### src/rtl/alu_exec_stage_pkg.sv
// Shared constants for the ALU execute stage: MIPS R-type funct codes,
// ALU operation encodings and the default datapath width.
package alu_exec_stage_pkg;

  localparam int unsigned DATA_WIDTH = 32;

  localparam logic [5:0] FUNCT_ADD  = 6'h20;
  localparam logic [5:0] FUNCT_ADDU = 6'h21;
  localparam logic [5:0] FUNCT_SUB  = 6'h22;
  localparam logic [5:0] FUNCT_SUBU = 6'h23;
  localparam logic [5:0] FUNCT_AND  = 6'h24;
  localparam logic [5:0] FUNCT_OR   = 6'h25;
  localparam logic [5:0] FUNCT_SLT  = 6'h2A;

  typedef enum logic [2:0] {
    ALU_AND = 3'b000,
    ALU_OR  = 3'b001,
    ALU_ADD = 3'b010,
    ALU_SUB = 3'b110,
    ALU_SLT = 3'b111
  } aluop_t;

endpackage

### src/rtl/alu_exec_stage_alu.sv
// Combinational ALU: AND/OR/ADD/SUB/SLT with signed overflow, carry
// (borrow on subtract) and zero flags.
module alu #(
  parameter int unsigned WIDTH = 32
) (
  input  logic [WIDTH-1:0] A,
  input  logic [WIDTH-1:0] B,
  input  logic [2:0]       ALUop,
  output logic [WIDTH-1:0] Result,
  output logic             Overflow,
  output logic             CarryOut,
  output logic             Zero
);
  import alu_exec_stage_pkg::*;

  logic [WIDTH:0] sum;
  logic [WIDTH:0] diff;
  logic           slt;

  assign sum  = {1'b0, A} + {1'b0, B};
  assign diff = {1'b0, A} - {1'b0, B};
  // Differing signs decide directly; otherwise the difference sign is exact.
  assign slt  = (A[WIDTH-1] != B[WIDTH-1]) ? A[WIDTH-1] : diff[WIDTH-1];

  always_comb begin
    Result   = '0;
    Overflow = 1'b0;
    CarryOut = 1'b0;
    case (ALUop)
      ALU_AND: Result = A & B;
      ALU_OR:  Result = A | B;
      ALU_ADD: begin
        Result   = sum[WIDTH-1:0];
        CarryOut = sum[WIDTH];
        Overflow = (A[WIDTH-1] == B[WIDTH-1]) && (sum[WIDTH-1] != A[WIDTH-1]);
      end
      ALU_SUB: begin
        Result   = diff[WIDTH-1:0];
        CarryOut = diff[WIDTH];
        Overflow = (A[WIDTH-1] != B[WIDTH-1]) && (diff[WIDTH-1] != A[WIDTH-1]);
      end
      ALU_SLT: Result = {{(WIDTH-1){1'b0}}, slt};
      default: Result = '0;
    endcase
  end

  assign Zero = (Result == '0);

endmodule

### src/rtl/alu_exec_stage.sv
// Two-stage pipelined execute wrapper around alu: operand register (S1),
// output register (S2), valid/ready handshake, trap/illegal flags, op counter.
module alu_exec_stage #(
  parameter int unsigned DATA_WIDTH = alu_exec_stage_pkg::DATA_WIDTH,
  parameter int unsigned CNT_WIDTH  = 32
) (
  input  logic                  clk,
  input  logic                  resetn,
  input  logic                  in_valid,
  output logic                  in_ready,
  input  logic [5:0]            in_funct,
  input  logic [DATA_WIDTH-1:0] in_a,
  input  logic [DATA_WIDTH-1:0] in_b,
  input  logic [4:0]            in_dest,
  output logic                  out_valid,
  input  logic                  out_ready,
  output logic [DATA_WIDTH-1:0] out_result,
  output logic [4:0]            out_dest,
  output logic                  out_wen,
  output logic                  out_ovf_trap,
  output logic                  out_illegal,
  output logic                  out_carry,
  output logic                  out_zero,
  output logic [CNT_WIDTH-1:0]  op_count
);
  import alu_exec_stage_pkg::*;

  aluop_t dec_op;
  logic   dec_trap_en;
  logic   dec_illegal;

  logic                  s1_valid_q, s1_valid_d;
  aluop_t                s1_op_q;
  logic                  s1_trap_en_q;
  logic                  s1_illegal_q;
  logic [DATA_WIDTH-1:0] s1_a_q, s1_b_q;
  logic [4:0]            s1_dest_q;

  logic                  s2_valid_q, s2_valid_d;
  logic [DATA_WIDTH-1:0] s2_result_q, s2_result_d;
  logic [4:0]            s2_dest_q;
  logic                  s2_wen_q, s2_wen_d;
  logic                  s2_trap_q, s2_trap_d;
  logic                  s2_illegal_q;
  logic                  s2_carry_q, s2_carry_d;
  logic                  s2_zero_q, s2_zero_d;

  logic [CNT_WIDTH-1:0]  op_count_q, op_count_d;

  logic                  alu_ovf, alu_carry, alu_zero;
  logic [DATA_WIDTH-1:0] alu_result;

  logic s2_load, in_fire, s2_fire, out_fire;

  always_comb begin
    dec_op      = ALU_AND;
    dec_trap_en = 1'b0;
    dec_illegal = 1'b0;
    case (in_funct)
      FUNCT_ADD:  begin dec_op = ALU_ADD; dec_trap_en = 1'b1; end
      FUNCT_ADDU: dec_op = ALU_ADD;
      FUNCT_SUB:  begin dec_op = ALU_SUB; dec_trap_en = 1'b1; end
      FUNCT_SUBU: dec_op = ALU_SUB;
      FUNCT_AND:  dec_op = ALU_AND;
      FUNCT_OR:   dec_op = ALU_OR;
      FUNCT_SLT:  dec_op = ALU_SLT;
      default:    dec_illegal = 1'b1;
    endcase
  end

  alu #(.WIDTH(DATA_WIDTH)) u_alu (
    .A        (s1_a_q),
    .B        (s1_b_q),
    .ALUop    (s1_op_q),
    .Result   (alu_result),
    .Overflow (alu_ovf),
    .CarryOut (alu_carry),
    .Zero     (alu_zero)
  );

  assign s2_load  = !s2_valid_q || out_ready;
  assign in_ready = resetn && (!s1_valid_q || s2_load);
  assign in_fire  = in_valid && in_ready;
  assign s2_fire  = s1_valid_q && s2_load;
  assign out_fire = s2_valid_q && out_ready;

  assign s1_valid_d = in_fire || (s1_valid_q && !s2_load);
  assign s2_valid_d = s2_fire || (s2_valid_q && !out_ready);
  assign op_count_d = op_count_q + CNT_WIDTH'(1);

  // Illegal ops still flow through the pipe but carry no result or flags.
  assign s2_result_d = s1_illegal_q ? '0 : alu_result;
  assign s2_trap_d   = s1_trap_en_q && alu_ovf;
  assign s2_wen_d    = !s1_illegal_q && !s2_trap_d;
  assign s2_carry_d  = !s1_illegal_q && alu_carry;
  assign s2_zero_d   = !s1_illegal_q && alu_zero;

  always_ff @(posedge clk or negedge resetn) begin
    if (!resetn) begin
      s1_valid_q   <= 1'b0;
      s1_op_q      <= ALU_AND;
      s1_trap_en_q <= 1'b0;
      s1_illegal_q <= 1'b0;
      s1_a_q       <= '0;
      s1_b_q       <= '0;
      s1_dest_q    <= '0;
      s2_valid_q   <= 1'b0;
      s2_result_q  <= '0;
      s2_dest_q    <= '0;
      s2_wen_q     <= 1'b0;
      s2_trap_q    <= 1'b0;
      s2_illegal_q <= 1'b0;
      s2_carry_q   <= 1'b0;
      s2_zero_q    <= 1'b0;
      op_count_q   <= '0;
    end else begin
      s1_valid_q <= s1_valid_d;
      s2_valid_q <= s2_valid_d;
      if (in_fire) begin
        s1_op_q      <= dec_op;
        s1_trap_en_q <= dec_trap_en;
        s1_illegal_q <= dec_illegal;
        s1_a_q       <= in_a;
        s1_b_q       <= in_b;
        s1_dest_q    <= in_dest;
      end
      if (s2_fire) begin
        s2_result_q  <= s2_result_d;
        s2_dest_q    <= s1_dest_q;
        s2_wen_q     <= s2_wen_d;
        s2_trap_q    <= s2_trap_d;
        s2_illegal_q <= s1_illegal_q;
        s2_carry_q   <= s2_carry_d;
        s2_zero_q    <= s2_zero_d;
      end
      if (out_fire) begin
        op_count_q <= op_count_d;
      end
    end
  end

  assign out_valid    = s2_valid_q;
  assign out_result   = s2_result_q;
  assign out_dest     = s2_dest_q;
  assign out_wen      = s2_wen_q;
  assign out_ovf_trap = s2_trap_q;
  assign out_illegal  = s2_illegal_q;
  assign out_carry    = s2_carry_q;
  assign out_zero     = s2_zero_q;
  assign op_count     = op_count_q;

endmodule

### config.mk
export PLATFORM = sky130hd
export DESIGN_NAME = alu_exec_stage
export DESIGN_NICKNAME = d
export VERILOG_FILES = /design/src/rtl/alu_exec_stage_pkg.sv /design/src/rtl/alu_exec_stage_alu.sv /design/src/rtl/alu_exec_stage.sv
export SDC_FILE = /design/constraint.sdc
export NUM_CORES = 1
export LEC_CHECK = 0
export CORE_MARGIN = 2
export CORE_UTILIZATION = 40
export CTS_CLUSTER_DIAMETER = 30
export DETAILED_ROUTE_END_ITERATION = 8
export PLACE_DENSITY = 0.61
export SKIP_LAST_GASP = 1
export SLEW_MARGIN = 20
export SYNTH_ARGS = -nofsm -noshare
export SYNTH_HDL_FRONTEND = slang
export SYNTH_SLANG_ARGS = --single-unit
### constraint.sdc
create_clock -name clk -period 14.8 [get_ports clk]
set_input_delay 2.22 -clock clk [delete_from_list [all_inputs] [get_ports clk]]
set_output_delay 2.22 -clock clk [all_outputs]
set_load 0.03 [all_outputs]
# Yosys cells after proc, flatten, opt, wreduce, memory -nomap -nowiden
# Cells that the tools add are included.
[totals]
register_bits = 150
latch_bits = 0
ramBits = 0
mem_bits_ro = 0
output_inout_bits = 76
wordCells = 72
n_memories = 0
[op_classes]
addsub = 3
n_mul = 0
n_div = 0
order_cmp = 0
eq_ne = 15
n_shift = 0
mux = 8
bitwise_logic = 2
n_reduce_logical = 28
[ops]
columns = ["cell", "count"]
rows = [
  ["one-hot mux 32 bit (5 select lines)", 1],
  ["== test 6 bit, second input constant", 7],
  ["adder 32 x 32 -> 33 bit", 1],
  ["subtractor 32 x 32 -> 33 bit", 1],
  ["adder 32 x 1 -> 32 bit, second input constant", 1],
  ["bitwise AND 32 bit", 1],
  ["zero test 32 bit", 1],
  ["2-to-1 mux 32 bit", 1],
  ["bitwise OR 32 bit", 1],
  ["logical AND 1 bit", 12],
  ["one-hot mux 3 bit (4 select lines)", 1],
  ["OR reduction 7 bit", 1],
  ["== test 3 bit, second input constant", 2],
  ["zero test 1 bit", 6],
  ["OR reduction 2 bit", 3],
  ["logical OR 1 bit", 4],
  ["one-hot mux 1 bit (2 select lines)", 2],
  ["== test 3 x 1 -> 1 bit, second input constant", 1],
  ["== test 3 x 2 -> 1 bit, second input constant", 1],
  ["zero test 3 bit", 1],
  ["2-to-1 mux 1 bit", 3],
  ["inequality test 1 bit", 3],
  ["== test 1 bit", 1],
]

# Depth between registers and ports, before layout
# Gate-level depths: netlist (run 1).
[depth]
ltp_word = 7
depth_mapped = 23

# Cells and area by module
# Synthesis (run 1) repeated with hierarchy kept, for this count alone.
[hier_totals]
hier_cells = 1259
hier_area_um2 = 11197.0
[by_module_without_submodules]
columns = ["mod", "n_inst", "cells_each", "area_each_um2"]
rows = [
  ["alu_exec_stage", 1, 481, 6055.8],
  ["alu", 1, 778, 5141.2],
]

# Least setup slack after synthesis (run 1)
# No wires, ideal clock.
[synth_path]
path_type = "register -> register"
startpoint = "register s1_a_q[1]"
endpoint = "register s2_zero_q, in the netlist out_zero"
setup_time_ns = 0.066
t_arrival_ns = 5.403
required_ns = 14.734
slack_ns = 9.331
stages_incl_launch_ff = 23
synth_period_minus_slack_ns = 5.469
cell_sequence = "dfrtp_1 -> inv_1 -> ha_1 -> o21ba_1 -> a2111o_1 -> a211o_1 -> or4b_4 -> a311oi_2 -> nor2_1 -> o31ai_1 -> a21oi_1 -> o21bai_1 -> fa_1 -> o22a_1 -> a21oi_1 -> or3_1 -> or4_1 -> or4_1 -> nor4_1 -> and4bb_1 -> and4b_1 -> and4_1 -> a41o_1"
[synth_between]
elab_chain_len = 5
elab_cells_between_ends = 8
classes_between = "2 x add/sub; 2 x mux; 2 x bitwise; 2 x reduce/logical"
[synth_lines]
columns = ["item", "line", "rtl"]
rows = [
  ["start, declared", "alu_exec_stage.sv:36", "logic [DATA_WIDTH-1:0] s1_a_q, s1_b_q;"],
  ["start signal, assigned", "alu_exec_stage.sv:123", "s1_a_q <= in_a;"],
  ["subtractor 32 x 32 -> 33 bit", "alu_exec_stage_alu.sv:21", "assign diff = {1'b0, A} - {1'b0, B};"],
  ["2-to-1 mux 1 bit", "alu_exec_stage_alu.sv:23", "assign slt = (A[WIDTH-1] != B[WIDTH-1]) ? A[WIDTH-1] : diff[WIDTH-1];"],
  ["one-hot mux 32 bit (5 select lines) (*)", "alu_exec_stage_alu.sv:29", "case (ALUop)"],
  ["zero test 32 bit (*)", "alu_exec_stage_alu.sv:47", "assign Zero = (Result == '0);"],
  ["logical AND 1 bit (*)", "alu_exec_stage.sv:96", "assign s2_zero_d = !s1_illegal_q && alu_zero;"],
  ["end signal, assigned", "alu_exec_stage.sv:134", "s2_zero_q <= s2_zero_d;"],
  ["end, declared", "alu_exec_stage.sv:46", "logic s2_zero_q, s2_zero_d;"],
]
# Every way passes the cells marked *; elsewhere a longest branch is shown, timed or not.
# A chain may end at the register's enable or synchronous reset.

# Final worst setup path (run 1)
# Same ends and word-level chain as after synthesis.

==> metrics.md, run 1 <==
| Metric | Value |
|---|---|
| FP Rows | 59 |
| Netlist Area Pre-Place | 10500 um^2 |
| Switching pwr | 809.1 uW |
| R2R depth | 22 |
| Net count, final | 1443 |
| GR Util All Layers | 0.2184 |
| GR Overflow Total | 0 |
| DRC | 0 |
| RSZ-0062 raised after global routing | false |
| Reg area | 3754 um^2 |
| Setup TNS | 0 ps |
| CP Max Fanout | 5 |
| Global-route wire length before repair | 48260 um |
| Core area | 25910 um^2 |
| Maximum VDD drop | 0.00008783 V |
| Logic pwr share | 0.468 |
| Layout fillers | 2425 |
| Multi-input gate area | 6180 um^2 |
| # setup viols final | 0 |
| CTS clk-pin slew, worst paths | 80 ps |
| Signal arrival time at the worst endpoint | 6560 ps |
| Post-CTS setup buffer count | 0 |
| Area delta synth->final | 23.40% |
| Min Hold Slack | 480.3 ps |
| Largest net degree at the start of global routing | 80 |
| Max Root-Sink Buffers | 2 |
| HP Class | flop to flop |
| CTS Hold Buffers Added | 0 |
| Async SR Flop Fraction | 1.000 |
| Main flop type after synthesis | dfrtp_1 |
| Cell-internal power | 1076 uW |
| Critical path type | flop to flop |
| Pins Over Slew Limit | 0 |
| Synthesized flop and latch total | 150 |
| First DRT Iteration DRCs | 695 |
| HPWL Detailed | 21880 um |
| Multiplexer share of the synthesized area | 0.08341 |
| Mean Syn Cell Area | 9.276 um^2 |
| Routability cong. | 0.9628 |
| Max Freq | 0.1619 GHz |
| Syn Inst Count | 1132 |
| Crit start category | flop |
| Die H | 166.0 um |
| Num CTS Buffers | 17 |
| Die extent in x | 166.0 um |
| Number of max-cap violations | 0 |
| # port buffers | 154 |
| Syn. warnings | 0 |
| PnR worst setup slack | 8624 ps |
| Detailed-route wire length | 29780 um |
| Cell total after placement | 1574 |
| Fin cells | 1606 |
| Post-cts resize count | 0 |
| Crit end category | flop |
| Largest family of logic cells by synthesized area | compound AO/OA/AOI/OAI gates |
| Clock network power share | 0.239 |
| Final Skew | 13.81 ps |
| Vias per std cell | 5.597 |
| PD cells | 145.5 nW/um^2 |
| Switching share of total power | 0.4293 |
| Post-synth EDFFs | 0 |
| ANT cells | 0 |
| Post-route ant nets | 0 |
| Slew margin rel. | 0.3718 |
| I/O pin count | 155 |
| Final worst-path cycle share | 0.4173 |
| Leakage | 0.005772 uW |
| CTS Sinks | 150 |
| CTS tree | done |
| Worst path required time | 15180 ps |
| Fin. Hold Viols | 0 |
| CTS root buf | clkbuf_16 |
| Flop pwr share | 0.293 |
| Area after DPL | 12320 um^2 |
| Slew @ Worst Pin | 940.0 ps |
| H-Tree Depth | 4 |
| Min cycle time layout | 6176 ps |
| Xor-xnor portion of the synthesized cell area | 0.04755 |
| Design Area, Final | 12960 um^2 |
| Mapped Nets | 1317 |
| Initial core utilization | 0.4052 |
| Placement Setup Slack | 8637 ps |
| Status | finished clean |
| Post-synthesis simple-gate area fraction | 0.1298 |
| Synth unique cells | 76 |
| Adder-cell area share of the yosys netlist | 0.1285 |
| Fraction of layout cells with a size suffix above 1 | 0.1046 |
| Compound-Gate Fraction of Synth Area | 0.1971 |
| Clk_lat worst skew | 440 ps |
| Seq/Total Area, Yosys | 0.3575 |
| Vias | 8988 |
| Die Area | 27560 um^2 |
| Routed length per instance | 18.54 um |
| Vias in the first global route | 8848 |
| 1st-pass router iterations | 5 |
| Worst Hold Depth | 1 |
| Initial antenna violation count | 0 |
## worst paths after layout
path	start	to	slack, ps
worst max-delay path	s1_a_q[1]	out_zero	8620
worst min-delay path	out_ovf_trap	out_ovf_trap	480
worst max register to register	s1_a_q[1]	out_zero	8620
worst min register to register	out_ovf_trap	out_ovf_trap	480
max in group asynchronous	resetn	s1_a_q[25]	11940
min in group asynchronous	resetn	s1_b_q[6]	1680
## cells in the mapped netlist (8+ instances only)
library cell / count / area, um^2
nor2b_1: 11 / 68.82
ha_1: 103 / 1289
o21ai_0: 47 / 235.2
o31ai_1: 13 / 97.59
a211oi_1: 19 / 142.6
nand4_1: 9 / 56.30
and3_1: 15 / 93.84
xnor2_1: 45 / 394.1
nor3_1: 22 / 110.1
o211ai_1: 8 / 60.06
nor2_1: 69 / 259.0
mux2_2: 76 / 855.8
a22o_1: 21 / 183.9
nand3_1: 34 / 170.2
xor2_1: 12 / 105.1
dfrtp_1: 150 / 3754
clkbuf_1: 44 / 165.2
nand2_1: 81 / 304.0
inv_1: 98 / 367.9
a21o_1: 10 / 75.07
a21oi_1: 84 / 420.4
o22ai_1: 10 / 62.56
buf_1: 9 / 33.78
## layout make-up
| class | count | share of cell area |
|---|---|---|
| clock buffer | 17 | 0.03283 |
| inverter | 100 | 0.02897 |
| clock inverter | 15 | 0.01555 |
| sequential | 150 | 0.2897 |
| multi-input combinational | 827 | 0.4769 |
| tap | 335 | 0.03235 |
| timing repair buffer | 162 | 0.1237 |
## layer usage
layer / up-vias / GRT usage / share of wire
li1: 4308 / - / -
met1: 4318 / 0.3027 / 0.45
met2: 307 / 0.3493 / 0.46
met3: 55 / 0.03217 / 0.056
met4: 0 / 0.07675 / 0.028
met5: - / 0 / 0
## registers in the layout, summed over array words and instances (netlist names)
register and count:
out_carry 1, s1_op_q 3, out_ovf_trap 1, s1_illegal_q 1, out_wen 1, s1_b_q 32
out_zero 1, out_dest 5, s1_dest_q 5, s1_a_q 32, out_illegal 1, s1_valid_q 1
out_result 32, out_valid 1, op_count 32, s1_trap_en_q 1
## power by group through the flow
| stage | Sequential, uW | Combinational (uW) | Clock, uW |
|---|---|---|---|
| after floorplan | 622 | 516 | 0 |
| after global placement | 557 | 873 | 0 |
| after detailed placement | 559 | 871 | 0 |
| after CTS | 552 | 876 | 464 |
| after global routing | 563 | 962 | 480 |
| final | 551 | 882 | 451 |
## metrics by stage
| stage | power, uW | util |
|---|---|---|
| global placement | 1429 | 0.4755 |
| CTS | 1893 | 0.4997 |
| global route | 2006 | 0.5001 |
| floorplan | 1139 | - |
| finish | 1885 | 0.5001 |
| detailed placement | 1429 | 0.4755 |
## cells by family (layout without fill, tap and decap cells)
group | Yosys count | after routing
compound gates | 304 | 304
xor+xnor | 57 | 57
fa+ha+maj | 106 | 106
buf+inv | 155 | 294
flops | 150 | 150
mux | 78 | 78
simple gates | 282 | 282
## layout by cell type (no fill, tap or decap), types with 8 or more instances in the layout
cell / n
o211ai_1: 8
and3_1: 15
nor2b_1: 11
a22o_1: 21
o21ai_0: 47
dfrtp_1: 150
mux2_2: 76
nand2_1: 79
nor3_1: 22
nand3_1: 34
inv_1: 98
o22ai_1: 10
a21o_1: 10
a211oi_1: 19
clkbuf_16: 17
a21oi_1: 84
xor2_1: 12
xnor2_1: 45
nand4_1: 9
ha_1: 103
nor2_1: 67
clkdlybuf4s50_1: 153
buf_4: 8
o31ai_1: 13
## critical path: stages (launching register included)
cell,delay (ps)
dfrtp_1,400
inv_1,120
ha_1,340
o21ba_1,210
a2111o_1,470
a211o_1,340
or4b_4,580
a311oi_2,360
nor2_1,90
o31ai_1,290
a21oi_1,130
o21bai_1,170
fa_1,190
o22a_1,110
a21oi_1,80
or3_1,350
or4_1,380
or4_1,420
nor4_1,290
and4bb_1,240
and4b_1,180
and4_1,200
a41o_1,170
(Power assumes the default switching activity.)
==> inputs of run 2 (changes only) <==
PLACE_DENSITY = 0.63   (was 0.61)
clock period = 5.1 ns   (was 14.8 ns; I/O delays follow)
==> run 2 against run 1 <==
  * The flow now finishes with violations (setup timing)
  * Sequential power grew to 2.8 times the previous value
  * Flip-flop and latch count is the same
  * Register-to-register slack lost 9100 ps
  * Non-clock buffer count grew 94
  * Utilization grew 2.9 points
  * Via count grew 3.3%
  * Clock power grew to 2.9 times the previous value
  * Clock skew grew 8.4 ps
  * Cell area grew 5.7%
  * Critical path depth is the same
  * Critical path type unchanged
  * Highest routed layer unchanged
==> metrics.md, run 2 (synthesis results as in run 1) <==
| Metric | Value |
|---|---|
| Most frequent cells in the layout | clkdlybuf4s50_1 (153), dfrtp_1 (150), ha_1 (102), buf_4 (102), inv_1 (96) |
| Routability cong. | 0.9253 |
| Die H | 166.0 um |
| Vias | 9287 |
| Area after DPL | 13020 um^2 |
| Number of max-cap violations | 0 |
| Maximum VDD drop | 0.0002710 V |
| CTS root buf | clkbuf_16 |
| DRC | 0 |
| RR Endpoint | out_zero |
| R2R Path Start | s1_b_q[1] |
| Fin cells | 1700 |
| First DRT Iteration DRCs | 646 |
| CTS clk-pin slew, worst paths | 80 ps |
| CTS tree | done |
| Most common cell after layout, fill and taps aside | clkdlybuf4s50_1 |
| Routed length per instance | 18.21 um |
| Area delta synth->final | 30.47% |
| FP Rows | 59 |
| Net count, final | 1537 |
| Signal arrival time at the worst endpoint | 5960 ps |
| CP Max Fanout | 3 |
| Design Area, Final | 13700 um^2 |
| Failing checks | setup timing |
| RSZ-0062 raised after global routing | true |
| Num CTS Buffers | 17 |
| Slew @ Worst Pin | 846.4 ps |
| Post-route ant nets | 0 |
| Die Area | 27560 um^2 |
| Global-route wire length before repair | 49840 um |
| Vias in the first global route | 9239 |
| PD cells | 419.9 nW/um^2 |
| Final Skew | 22.18 ps |
| Clk_lat worst skew | 450 ps |
| GR Overflow Total | 0 |
| Final worst-path cycle share | 1.094 |
| CTS Sinks | 150 |
| HPWL Detailed | 22890 um |
| Crit end category | flop |
| Crit start category | flop |
| Crit path from | s1_b_q[1] |
| I/O pin count | 155 |
| ANT cells | 0 |
| PnR worst setup slack | -479.7 ps |
| Core area | 25910 um^2 |
| Largest net degree at the start of global routing | 80 |
| Initial core utilization | 0.4052 |
| GR Util All Layers | 0.2242 |
| H-Tree Depth | 4 |
| Multi-input gate area | 6218 um^2 |
| # setup viols final | 1 |
| 1st-pass router iterations | 7 |
| Fin. Hold Viols | 0 |
| Max Freq | 0.1792 GHz |
| Worst reg-to-reg setup slack | -480 ps |
| Critical path type | flop to flop |
| Layout fillers | 2399 |
| HP Class | primary input to asynchronous set/reset pin |
| # port buffers | 154 |
| Cell total after placement | 1665 |
| Placement Setup Slack | -734.6 ps |
| Min cycle time layout | 5580 ps |
| Overall Power | 5753 uW |
| Reg area | 3754 um^2 |
| Max Root-Sink Buffers | 2 |
| Worst path required time | 5480 ps |
| R2R depth | 22 |
| Slew margin rel. | 0.4212 |
| Fraction of layout cells with a size suffix above 1 | 0.1707 |
| Leakage | 0.006231 uW |
| Initial antenna violation count | 0 |
| Detailed-route wire length | 30960 um |
| Pins Over Slew Limit | 0 |
| CP Capture Point | out_zero |
| Status | complete, but fails checks |
| Die extent in x | 166.0 um |
| Vias per std cell | 5.463 |
## run 2: cell types whose count changed in the layout (fill, tap and decap cells not counted), sizes merged
cell / before / now
buf: 9 / 103
## run 2: metrics by stage
step,hold slack (ps),util,TNS (ps)
6_report,279.0,0.5287,-479.7
2_1_floorplan,449.7,-,-283.6
3_3_place_gp,461.5,0.5024,-503.7
4_1_cts,295.7,0.5279,-535.7
5_1_grt,317.8,0.5287,-835.9
3_5_place_dp,469.3,0.5024,-734.6
## run 2: metal layers
metal / share of wire / GRT usage / wire [um] / up-vias
met4: 0.022 / 0.06578 / 687 / 0
li1: - / - / - / 4488
met3: 0.045 / 0.03575 / 1394 / 48
met2: 0.47 / 0.3738 / 14610 / 256
met5: 0 / 0 / 0 / -
met1: 0.46 / 0.3015 / 14260 / 4495
## run 2: worst min path at each step
stage / end / depth (start not counted) / from / slack [ps]
after floorplan: s1_trap_en_q / 2 / s1_trap_en_q / 450
after global placement: op_count[31] / 1 / op_count[31] / 460
after detailed placement: out_ovf_trap / 1 / out_ovf_trap / 470
after CTS: s1_a_q[26] / 1 / resetn / 300
after global routing: s1_b_q[23] / 1 / resetn / 320
final: s1_b_q[23] / 1 / resetn / 280
## run 2: what timing repair did
action / in CTS / in global routing
setup buffers: 2 / 1
hold buffers: 0 / 0
pin swaps: 2 / 0
resized for setup: 3 / 1
endpoints found under the setup margin: 1 / 1
## run 2: final cells by class
| type | instances | share of cell area |
|---|---|---|
| clock buffer | 17 | 0.03105 |
| inverter | 100 | 0.02740 |
| sequential | 150 | 0.2740 |
| timing repair buffer | 256 | 0.1685 |
| clock inverter | 15 | 0.01452 |
| multi-input combinational | 827 | 0.4539 |
| tap | 335 | 0.03060 |
## run 2: worst max-delay path, cell delays in order (launching register included)
cell      delay (ps)
dfrtp_1          390
inv_2            100
ha_4             200
o21ba_1          190
a2111o_1         380
a211o_1          350
or4b_4           530
a311oi_4         260
nor2_1            90
o31ai_2          240
a21oi_1          110
o21bai_2         170
fa_2             230
o22a_1           110
a21oi_1           70
or3_1            330
or4_1            380
or4_1            440
nor4_2           180
and4bb_1         220
and4b_1          170
and4_1           190
a41o_1           170
## run 2: where the power goes
part           total (uW)  internal, uW  leakage (uW)  switching, uW
clock                1320           672      0.000300            644
combinational        2870          1250       0.00404           1620
sequential           1570          1400       0.00189            168
total                5750          3320       0.00623           2430
